### config.mk
export PLATFORM = sky130hd
export DESIGN_NAME = ped_xing_ctrl
export DESIGN_NICKNAME = d
export VERILOG_FILES = /design/src/rtl/ped_pkg.sv /design/src/rtl/ped_tick_gen.sv /design/src/rtl/ped_xing_ctrl.sv
export SDC_FILE = /design/constraint.sdc
export NUM_CORES = 1
export LEC_CHECK = 0
export BUFFER_PORTS_ARGS = -buffer_cell sky130_fd_sc_hd__buf_2
export CAP_MARGIN = 40
export CORE_UTILIZATION = 61
export CTS_BUF_LIST = sky130_fd_sc_hd__clkbuf_16
export CTS_CLUSTER_SIZE = 14
export DETAILED_ROUTE_END_ITERATION = 8
export GPL_TIMING_DRIVEN = 0
export PLACE_DENSITY = 0.79
export SETUP_SLACK_MARGIN = 0.02
export SYNTH_ARGS = -nofsm -noshare
export SYNTH_HDL_FRONTEND = slang
export SYNTH_SLANG_ARGS = --single-unit
### constraint.sdc
create_clock -name clk -period 2.47 [get_ports clk]
set_clock_uncertainty 0.05 [all_clocks]
set_input_delay 0.247 -clock clk [delete_from_list [all_inputs] [get_ports clk]]
set_output_delay 0.247 -clock clk [all_outputs]
set_load 0.1 [all_outputs]
### src/rtl/ped_pkg.sv
// ped_pkg: shared types, default timing and helpers for the pedestrian crossing controller.
// Contents:
//   ped_state_t           per-channel phase (IDLE, DELAY, GREEN, BLINK, DONE, MAINT)
//   PED_*                 default timing parameters
//   ped_width(max_val)    bits needed to hold values 0..max_val
package ped_pkg;

    typedef enum logic [2:0] {
        IDLE,
        DELAY,
        GREEN,
        BLINK,
        DONE,
        MAINT
    } ped_state_t;

    localparam int PED_TICKS_PER_SEC = 10_000_000;
    localparam int PED_N_CH          = 2;
    localparam int PED_DELAY_S       = 1;
    localparam int PED_GREEN_S       = 12;
    localparam int PED_BLINK_S       = 6;
    localparam int PED_CW            = 8;

    function automatic int ped_width(input int max_val);
        return (max_val < 1) ? 1 : $clog2(max_val + 1);
    endfunction

endpackage

### src/rtl/ped_tick_gen.sv
// ped_tick_gen: shared seconds prescaler; counts 0..TICKS_PER_SEC-1 and wraps.
// Ports:
//   clk        in   clock
//   reset      in   asynchronous, active-low
//   sec_tick   out  high during count TICKS_PER_SEC-1
//   half_tick  out  high during counts TICKS_PER_SEC/2-1 and TICKS_PER_SEC-1
module ped_tick_gen
    import ped_pkg::*;
#(
    parameter int TICKS_PER_SEC = PED_TICKS_PER_SEC
) (
    input  logic clk,
    input  logic reset,
    output logic sec_tick,
    output logic half_tick
);

    localparam int             W    = ped_width(TICKS_PER_SEC - 1);
    localparam logic [W-1:0]   LAST = W'(TICKS_PER_SEC - 1);
    localparam logic [W-1:0]   HALF = W'(TICKS_PER_SEC / 2 - 1);

    logic [W-1:0] cnt;

    always_ff @(posedge clk or negedge reset) begin
        if (!reset) begin
            cnt <= '0;
        end else begin
            cnt <= (cnt == LAST) ? '0 : cnt + 1'b1;
        end
    end

    assign sec_tick  = (cnt == LAST);
    assign half_tick = sec_tick || (cnt == HALF);

endmodule

### src/rtl/ped_xing_ctrl.sv
// ped_xing_ctrl: multi-channel pedestrian crossing controller.
// Each channel runs IDLE -> [DELAY] -> GREEN -> BLINK -> DONE -> IDLE on a start
// request; maint_i darkens every head. All channels share one seconds prescaler.
// Ports:
//   clk       in   clock
//   reset     in   asynchronous, active-low
//   maint_i   in   maintenance level; overrides every channel
//   start_i   in   [N_CH] per-channel start request (pulse or level)
//   busy_o    out  [N_CH] channel not in IDLE or MAINT
//   done_o    out  [N_CH] one-cycle hand-back pulse
//   green_o   out  [N_CH] pedestrian green lamp
//   red_o     out  [N_CH] pedestrian red lamp
//   remain_o  out  [N_CH*CW] seconds left in GREEN/BLINK, 0 elsewhere
//                  (present only when PED_COUNTDOWN_EN is defined)
module ped_xing_ctrl
    import ped_pkg::*;
#(
    parameter int TICKS_PER_SEC = PED_TICKS_PER_SEC,
    parameter int N_CH          = PED_N_CH,
    parameter int DELAY_S       = PED_DELAY_S,
    parameter int GREEN_S       = PED_GREEN_S,
    parameter int BLINK_S       = PED_BLINK_S,
    parameter int CW            = PED_CW
) (
    input  logic               clk,
    input  logic               reset,
    input  logic               maint_i,
    input  logic [N_CH-1:0]    start_i,
    output logic [N_CH-1:0]    busy_o,
    output logic [N_CH-1:0]    done_o,
    output logic [N_CH-1:0]    green_o,
`ifdef PED_COUNTDOWN_EN
    output logic [N_CH-1:0]    red_o,
    output logic [N_CH*CW-1:0] remain_o
`else
    output logic [N_CH-1:0]    red_o
`endif
);

    // Phase counter value on the sec_tick that ends each timed phase.
    localparam logic [CW-1:0] DELAY_LAST = CW'((DELAY_S > 0) ? DELAY_S - 1 : 0);
    localparam logic [CW-1:0] GREEN_LAST = CW'(GREEN_S - 1);
    localparam logic [CW-1:0] BLINK_LAST = CW'(BLINK_S - 1);

    logic sec_tick;
    logic half_tick;

    ped_tick_gen #(
        .TICKS_PER_SEC(TICKS_PER_SEC)
    ) u_tick (
        .clk      (clk),
        .reset    (reset),
        .sec_tick (sec_tick),
        .half_tick(half_tick)
    );

    for (genvar c = 0; c < N_CH; c++) begin : g_ch
        ped_state_t    state_q;
        ped_state_t    state_d;
        logic [CW-1:0] cnt_q;
        logic [CW-1:0] cnt_d;
        logic          blink_q;
        logic          blink_d;
        logic          phase_end;

        always_ff @(posedge clk or negedge reset) begin
            if (!reset) begin
                state_q <= IDLE;
                cnt_q   <= '0;
                blink_q <= 1'b0;
            end else begin
                state_q <= state_d;
                cnt_q   <= cnt_d;
                blink_q <= blink_d;
            end
        end

        always_comb begin
            state_d   = state_q;
            cnt_d     = cnt_q;
            blink_d   = blink_q;
            phase_end = sec_tick && (cnt_q == ((state_q == DELAY) ? DELAY_LAST :
                                               (state_q == GREEN) ? GREEN_LAST : BLINK_LAST));
            if (maint_i) begin
                state_d = MAINT;
            end else begin
                case (state_q)
                    IDLE:    if (start_i[c]) state_d = (DELAY_S == 0) ? GREEN : DELAY;
                    DELAY:   if (phase_end) state_d = GREEN;
                    GREEN:   if (phase_end) state_d = BLINK;
                    BLINK:   if (phase_end) state_d = DONE;
                    DONE:    state_d = IDLE;
                    MAINT:   state_d = IDLE;
                    default: state_d = IDLE;
                endcase
            end
            // Counter only runs inside a timed phase and restarts on every entry.
            if (state_d != state_q || state_d inside {IDLE, DONE, MAINT}) begin
                cnt_d = '0;
            end else if (sec_tick) begin
                cnt_d = cnt_q + 1'b1;
            end
            // Blink starts lit; a half_tick that also ends BLINK is irrelevant since we leave.
            if (state_d == BLINK) begin
                blink_d = (state_q != BLINK) ? 1'b1 : (blink_q ^ half_tick);
            end
        end

        assign busy_o[c]  = !(state_q inside {IDLE, MAINT});
        assign done_o[c]  = (state_q == DONE);
        assign green_o[c] = (state_q == GREEN) || ((state_q == BLINK) && blink_q);
        assign red_o[c]   = state_q inside {IDLE, DELAY, DONE};

`ifdef PED_COUNTDOWN_EN
        assign remain_o[c*CW +: CW] = (state_q == GREEN) ? CW'(GREEN_S) - cnt_q :
                                      (state_q == BLINK) ? CW'(BLINK_S) - cnt_q : '0;
`endif
    end

endmodule
======== Word level (Yosys, flattened, before mapping) ========
Index checks and enable logic that the tools add are counted.
storage, ports and cells
  memory bits (read-only) ................. 0
  register bits ........................... 48
  memory bits (writable) .................. 0
  latch bits .............................. 0
  memories ................................ 0
cells by class
  shifts and indexed selects .............. 0
  eq/ne operators ......................... 24
  multiplexer cells ....................... 23
  reduce and logical (&&, ||, !) cells .... 23
  multiply operators ...................... 0
  bitwise gates (word level) .............. 2
  add/subtract/negate cells ............... 3
  div/mod/pow operators ................... 0
  $lt $le $gt $ge ......................... 0
operators by type and width
  cell                                                                     count
  8-bit two-way mux                                                        4
  3-bit two-way mux                                                        10
  24-bit by 1-bit adder with 24-bit output, second input constant          1
  24-bit by 23-bit equality test with 1-bit output, second input constant  1
  24-bit equality test, second input constant                              1
  3-bit equality test, second input constant                               8
  24-bit two-way mux                                                       1
  3-bit one-hot mux with 4 select lines                                    2
  3-bit by 2-bit equality test with 1-bit output, second input constant    6
  8-bit by 1-bit adder with 8-bit output, second input constant            2
  8-bit by 4-bit equality test with 1-bit output                           2
  4-bit two-way mux                                                        4
  3-bit zero test                                                          4
  3-bit nonzero test                                                       4
  2-bit nonzero test                                                       4
  3-bit by 1-bit equality test with 1-bit output, second input constant    2
  3-bit by 2-bit inequality test with 1-bit output, second input constant  2
  3-bit inequality test                                                    2
  1-bit logical OR                                                         5
  1-bit logical AND                                                        4
  1-bit zero test                                                          2
  1-bit two-way mux                                                        2
  1-bit bitwise XOR                                                        2

======== Longest topological paths before layout ========
  word-level depth ........................ 12
  mapped depth ............................ 8
  depth with buffers taken out ............ 6

======== Hierarchy ========
Synthesis repeated with hierarchy kept, for this count alone.
second synthesis, totals
  cells, all modules ...................... 298
  area, all modules ....................... 2,907.8 um^2
by module, submodules not included
  module         cells each  times used  area an instance (um^2)  seq. area each (um^2)
  ped_xing_ctrl  180         1           1,632.8                  600.6
  ped_tick_gen   118         1           1,275.0                  600.6

======== Worst setup path after synthesis ========
Ideal clock, no wire load.
  kind .................................... reg-to-output
  start point ............................. register g_ch[1].state_q[0]
  end point ............................... output green_o[1]
  stages on the path, launching flop included .. 5
  setup slack ............................. -602 ps
  arrival time ............................ 2,775 ps
  path buffers ............................ 1
  path through ............................ dfrtp_1 -> buf_1 -> inv_1 -> nor2_1 -> nor3_1
on the way
  word-level cells in the longest chain between the ends .. 3
  elaborated cells on any way between the ends .. 4
ends and longest elaborated chain
  what                                            line                  source
  from (decl)                                     ped_xing_ctrl.sv:58   ped_state_t state_q;
  from (signal assigned)                          ped_xing_ctrl.sv:72   state_q <= state_d;
  3-bit by 2-bit equality test with 1-bit output  ped_xing_ctrl.sv:111  assign green_o[c] = (state_q == GREEN) || ((state_q == BLINK) && blink_q);
  1-bit logical AND                               ped_xing_ctrl.sv:111
  1-bit logical OR *                              ped_xing_ctrl.sv:111
  to (decl)                                       ped_xing_ctrl.sv:31   output logic [N_CH-1:0] green_o,
Every way passes the cells marked *; elsewhere a longest branch is shown, timed or not.

======== Worst setup path after layout ========
  start point ............................. register u_tick.cnt[17]
  end point ............................... register g_ch[1].blink_q
on the way
  word-level cells in the longest chain between the ends .. 6
  elaborated cells on any way between the ends .. 12
ends and longest elaborated chain
  what                                            line                                                           source
  from (decl)                                     ped_tick_gen.sv:22                                             logic [W-1:0] cnt;
  from (signal assigned)                          ped_tick_gen.sv:28                                             cnt <= (cnt == LAST) ? '0 : cnt + 1'b1;
  24-bit equality test                            ped_tick_gen.sv:32                                             assign sec_tick = (cnt == LAST);
  1-bit logical AND                               ped_xing_ctrl.sv:82                                            phase_end = sec_tick && (cnt_q == ((state_q == DELAY) ? DELAY_LAST :
  3-bit two-way mux (on tied branches)            ped_xing_ctrl.sv:91, ped_xing_ctrl.sv:89, ped_xing_ctrl.sv:90
  3-bit one-hot mux with 4 select lines           ped_xing_ctrl.sv:87                                            case (state_q)
  3-bit two-way mux                               ped_xing_ctrl.sv:84                                            if (maint_i) begin
  3-bit by 2-bit equality test with 1-bit output  ped_xing_ctrl.sv:104                                           if (state_d == BLINK) begin
  to (signal assigned)                            ped_xing_ctrl.sv:74                                            blink_q <= blink_d;
  to (decl)                                       ped_xing_ctrl.sv:62                                            logic blink_q;
Several ways; a longest one is shown, not always the timed one.
A chain may end at the register's enable or synchronous reset.

==> run metrics <==
overall power after layout=around 1600 uW; post-synth net total=just over 300; initial core utilization=0.633; post-CTS setup buffer count=0; area share of the leading cell type in the synthesized netlist=0.436; DPL Wire Length=between 4 and 5 mm; number of vias in the routed layout=approximately 2,200; pin count of the biggest net entering global routing=34; number of H-tree levels=2; shortest clock period the worst path allows after layout=between 2000 and 2500 ps; worst hold path class=in -> reg; Clock transition at path regs=70 ps; Crit Path Category=reg -> reg; worst supply voltage drop on vdd=0.000418 V; leading post-synthesis cells by cell area=sky130_fd_sc_hd__dfrtp_1 44%, sky130_fd_sc_hd__xnor2_1 8.3%, sky130_fd_sc_hd__nor2_1 5.2%, sky130_fd_sc_hd__xor2_1 3.5%, sky130_fd_sc_hd__nor4_1 3.4%; overall die area=roughly 4800 sq um; Critical Path Fanout Max=10; yosys synthesis warning count=0; initial detailed-routing violation count=236; Final Routed Wirelength=~5.7 mm; Req. time, crit path=between 2000 and 3000 ps; placer congestion estimate=between 0.8 and 0.9; number of clock sinks=48; fraction of final layout cells with drive strength greater than 1=0.126; Slew @ Worst Pin=roughly 760 ps; proportion of synthesized chip area in sequential cells=0.436; maximum root-to-sink buffer count=2; FFs w/ async S/R, synth=1.00; RSZ-0062 raised after global routing=false; Pre-Repair DR Iteration Count=5; Multi-input gate area=between 1000 and 1500 sq um; number of failing setup endpoints in the final timing report=0; clock buffers created by TritonCTS=5; count of cell types in the netlist=50; number of standard cells after synthesis=295; Vias per Instance=around 6.1; cell taking the most area after synthesis=sky130_fd_sc_hd__dfrtp_1; x dimension of the die=69.2 um; top-level I/O count=13; number of max-cap violations=0; post-detailed-route DRC marker count=0; site row count=24; result of the run=finished clean; P_leak=between 0.001 and 0.0015 uW; number of buffers inserted by port buffering=12; initial antenna violation count=0; power per standard cell area=519 nW/um^2; total inserted antenna cells=0; aggregate global-route resource usage=0.255; vias in the first global route=2,127; count of pins over their slew limit=0; leftover overflow at the end of global routing=0; core outline area=4350 sq um; # nets final=~320; average wire length per cell after detail routing=between 15 and 20 um; CP Data Arrival Time=around 2400 ps; average cell area after synthesis=approximately 9.3 sq um; ANT nets after route=0; register area=1200 sq um; most common cell in the netlist=sky130_fd_sc_hd__dfrtp_1; number of hold violations in the final report=0; highest cell delay on the worst timing path=~430 ps; overall die height=69.2 um; prevailing post-synth register cell=sky130_fd_sc_hd__dfrtp_1; clock tree from TritonCTS=yes; Layout area overhead=11.4%; Slew headroom=0.492; Worst path slowest cell=sky130_fd_sc_hd__dfrtp_1; first-pass GRT wire length=about 10 mm; crit path cell chain=nor4b_2 -> nand2_1 -> nor3_2 -> buf_2 -> o311ai_0 -> a211oi_1; number of inserted filler cells in the final layout=between 300 and 400; post-route setup TNS=0 ps; worst-skew pair later-pin latency=a little under 300 ps; flop and latch count out of synthesis=48; number of flops mapped to enable cells by yosys=0; highest clock frequency the design can meet=roughly 0.44 GHz; Critical Path Sink Type=flop; period utilization=0.930; post-synth design cell area=roughly 2800 sq um; Clock Root Buffer=sky130_fd_sc_hd__clkbuf_16; cell types with the highest counts after synthesis=48 x sky130_fd_sc_hd__dfrtp_1, 38 x sky130_fd_sc_hd__nor2_1, 26 x sky130_fd_sc_hd__xnor2_1; startpoint type of the worst setup path=flop
[power by group]
group	internal, uW	switching (uW)	total [uW]
Sequential	790	2.41	792
Combinational	31.2	110	141
Clock	373	289	662
Total	1190	401	1600
[cell usage in the layout (no fill, tap or decap), drive strengths merged, types with 2 or more instances in the layout]
master,synthesis,layout
xnor2,26,26
o21ai,6,6
nand4,14,14
o211a,3,3
clkinv,0,2
o31ai,3,3
clkbuf,5,9
nor4,15,15
nand4bb,2,2
a21oi,9,9
nand3,15,15
and3,6,6
a221oi,2,2
nor2,38,38
and4,4,4
or2,2,2
nor3b,2,2
nor3,6,6
dfrtp,48,48
or3,3,3
nand2,22,22
mux2i,3,3
inv,8,9
buf,9,22
nor4b,4,4
o211ai,2,2
xor2,11,11
a211oi,5,5
a21o,3,3
ha,3,3
o21a,2,2
[per-layer routing]
| metal | routed length [um] | GRT usage | share of wire | vias up |
|---|---|---|---|---|
| met1 | 2840 | 0.361 | 0.50 | 1077 |
| met3 | 240 | 0.0581 | 0.042 | 4 |
| met5 | 0 | 0 | 0 | - |
| met2 | 2580 | 0.391 | 0.45 | 51 |
| li1 | - | - | - | 1108 |
| met4 | 35 | 0.0794 | 0.0062 | 0 |
[area by class of cell]
class / count / area share
inverter: 8 / 0.00978
clock buffer: 5 / 0.0407
timing repair buffer: 15 / 0.0330
multi-input combinational: 225 / 0.479
buffer: 13 / 0.0191
tap: 52 / 0.0212
clock inverter: 3 / 0.00570
sequential: 48 / 0.391
[cell families after synthesis]
group,after synthesis,synth area share
simple gates,141,0.284
flops,48,0.436
compound gates,40,0.101
xor+xnor,37,0.118
buf+inv,22,0.0336
mux,4,0.0150
fa+ha+maj,3,0.0136
[sequential cells by signal, summed over array words and instances (netlist names)]
signal        count
g_ch.blink_q      2
g_ch.cnt_q       16
g_ch.state_q      6
u_tick.cnt       24
[critical path, delay by kind of cell, from the launching register on]
kind	cells	cell delay, ps
buffers and inverters	1	330
flip-flops	1	430
AND/OR/NAND/NOR	3	930
AO/OA/AOI/OAI	2	450
[worst paths after layout]
kind                                 endpoint  slack [ps]  cells past startpoint            from
max                           g_ch[1].blink_q         170                      6  u_tick.cnt[17]
min                        g_ch[0].state_q[0]         240                      3         maint_i
max reg2reg                   g_ch[1].blink_q         170                      6  u_tick.cnt[17]
min reg2reg                     u_tick.cnt[0]         470                      1   u_tick.cnt[0]
max in group asynchronous     g_ch[1].blink_q        1500                      3           reset
min in group asynchronous    g_ch[0].cnt_q[6]         350                      2           reset
[through the flow]
step	hold slack [ps]	setup WS, ps	utilization	cells	cell area, sq um
6_report	243	173	0.705	369	3070
5_1_grt	260	46.0	0.705	369	3070
4_1_cts	228	94.0	0.706	370	3080
3_5_place_dp	136	92.8	0.671	361	2920
3_3_place_gp	447	176	0.664	359	2890
2_1_floorplan	-98.6	113	-	295	2770
[repair_timing]
action                     4_1_cts  5_1_grt
setup endpoints to repair        0       14
resized for setup                0        0
hold buffers                     1        0
hold endpoints to repair        15        0
(Power assumes the default switching activity.)
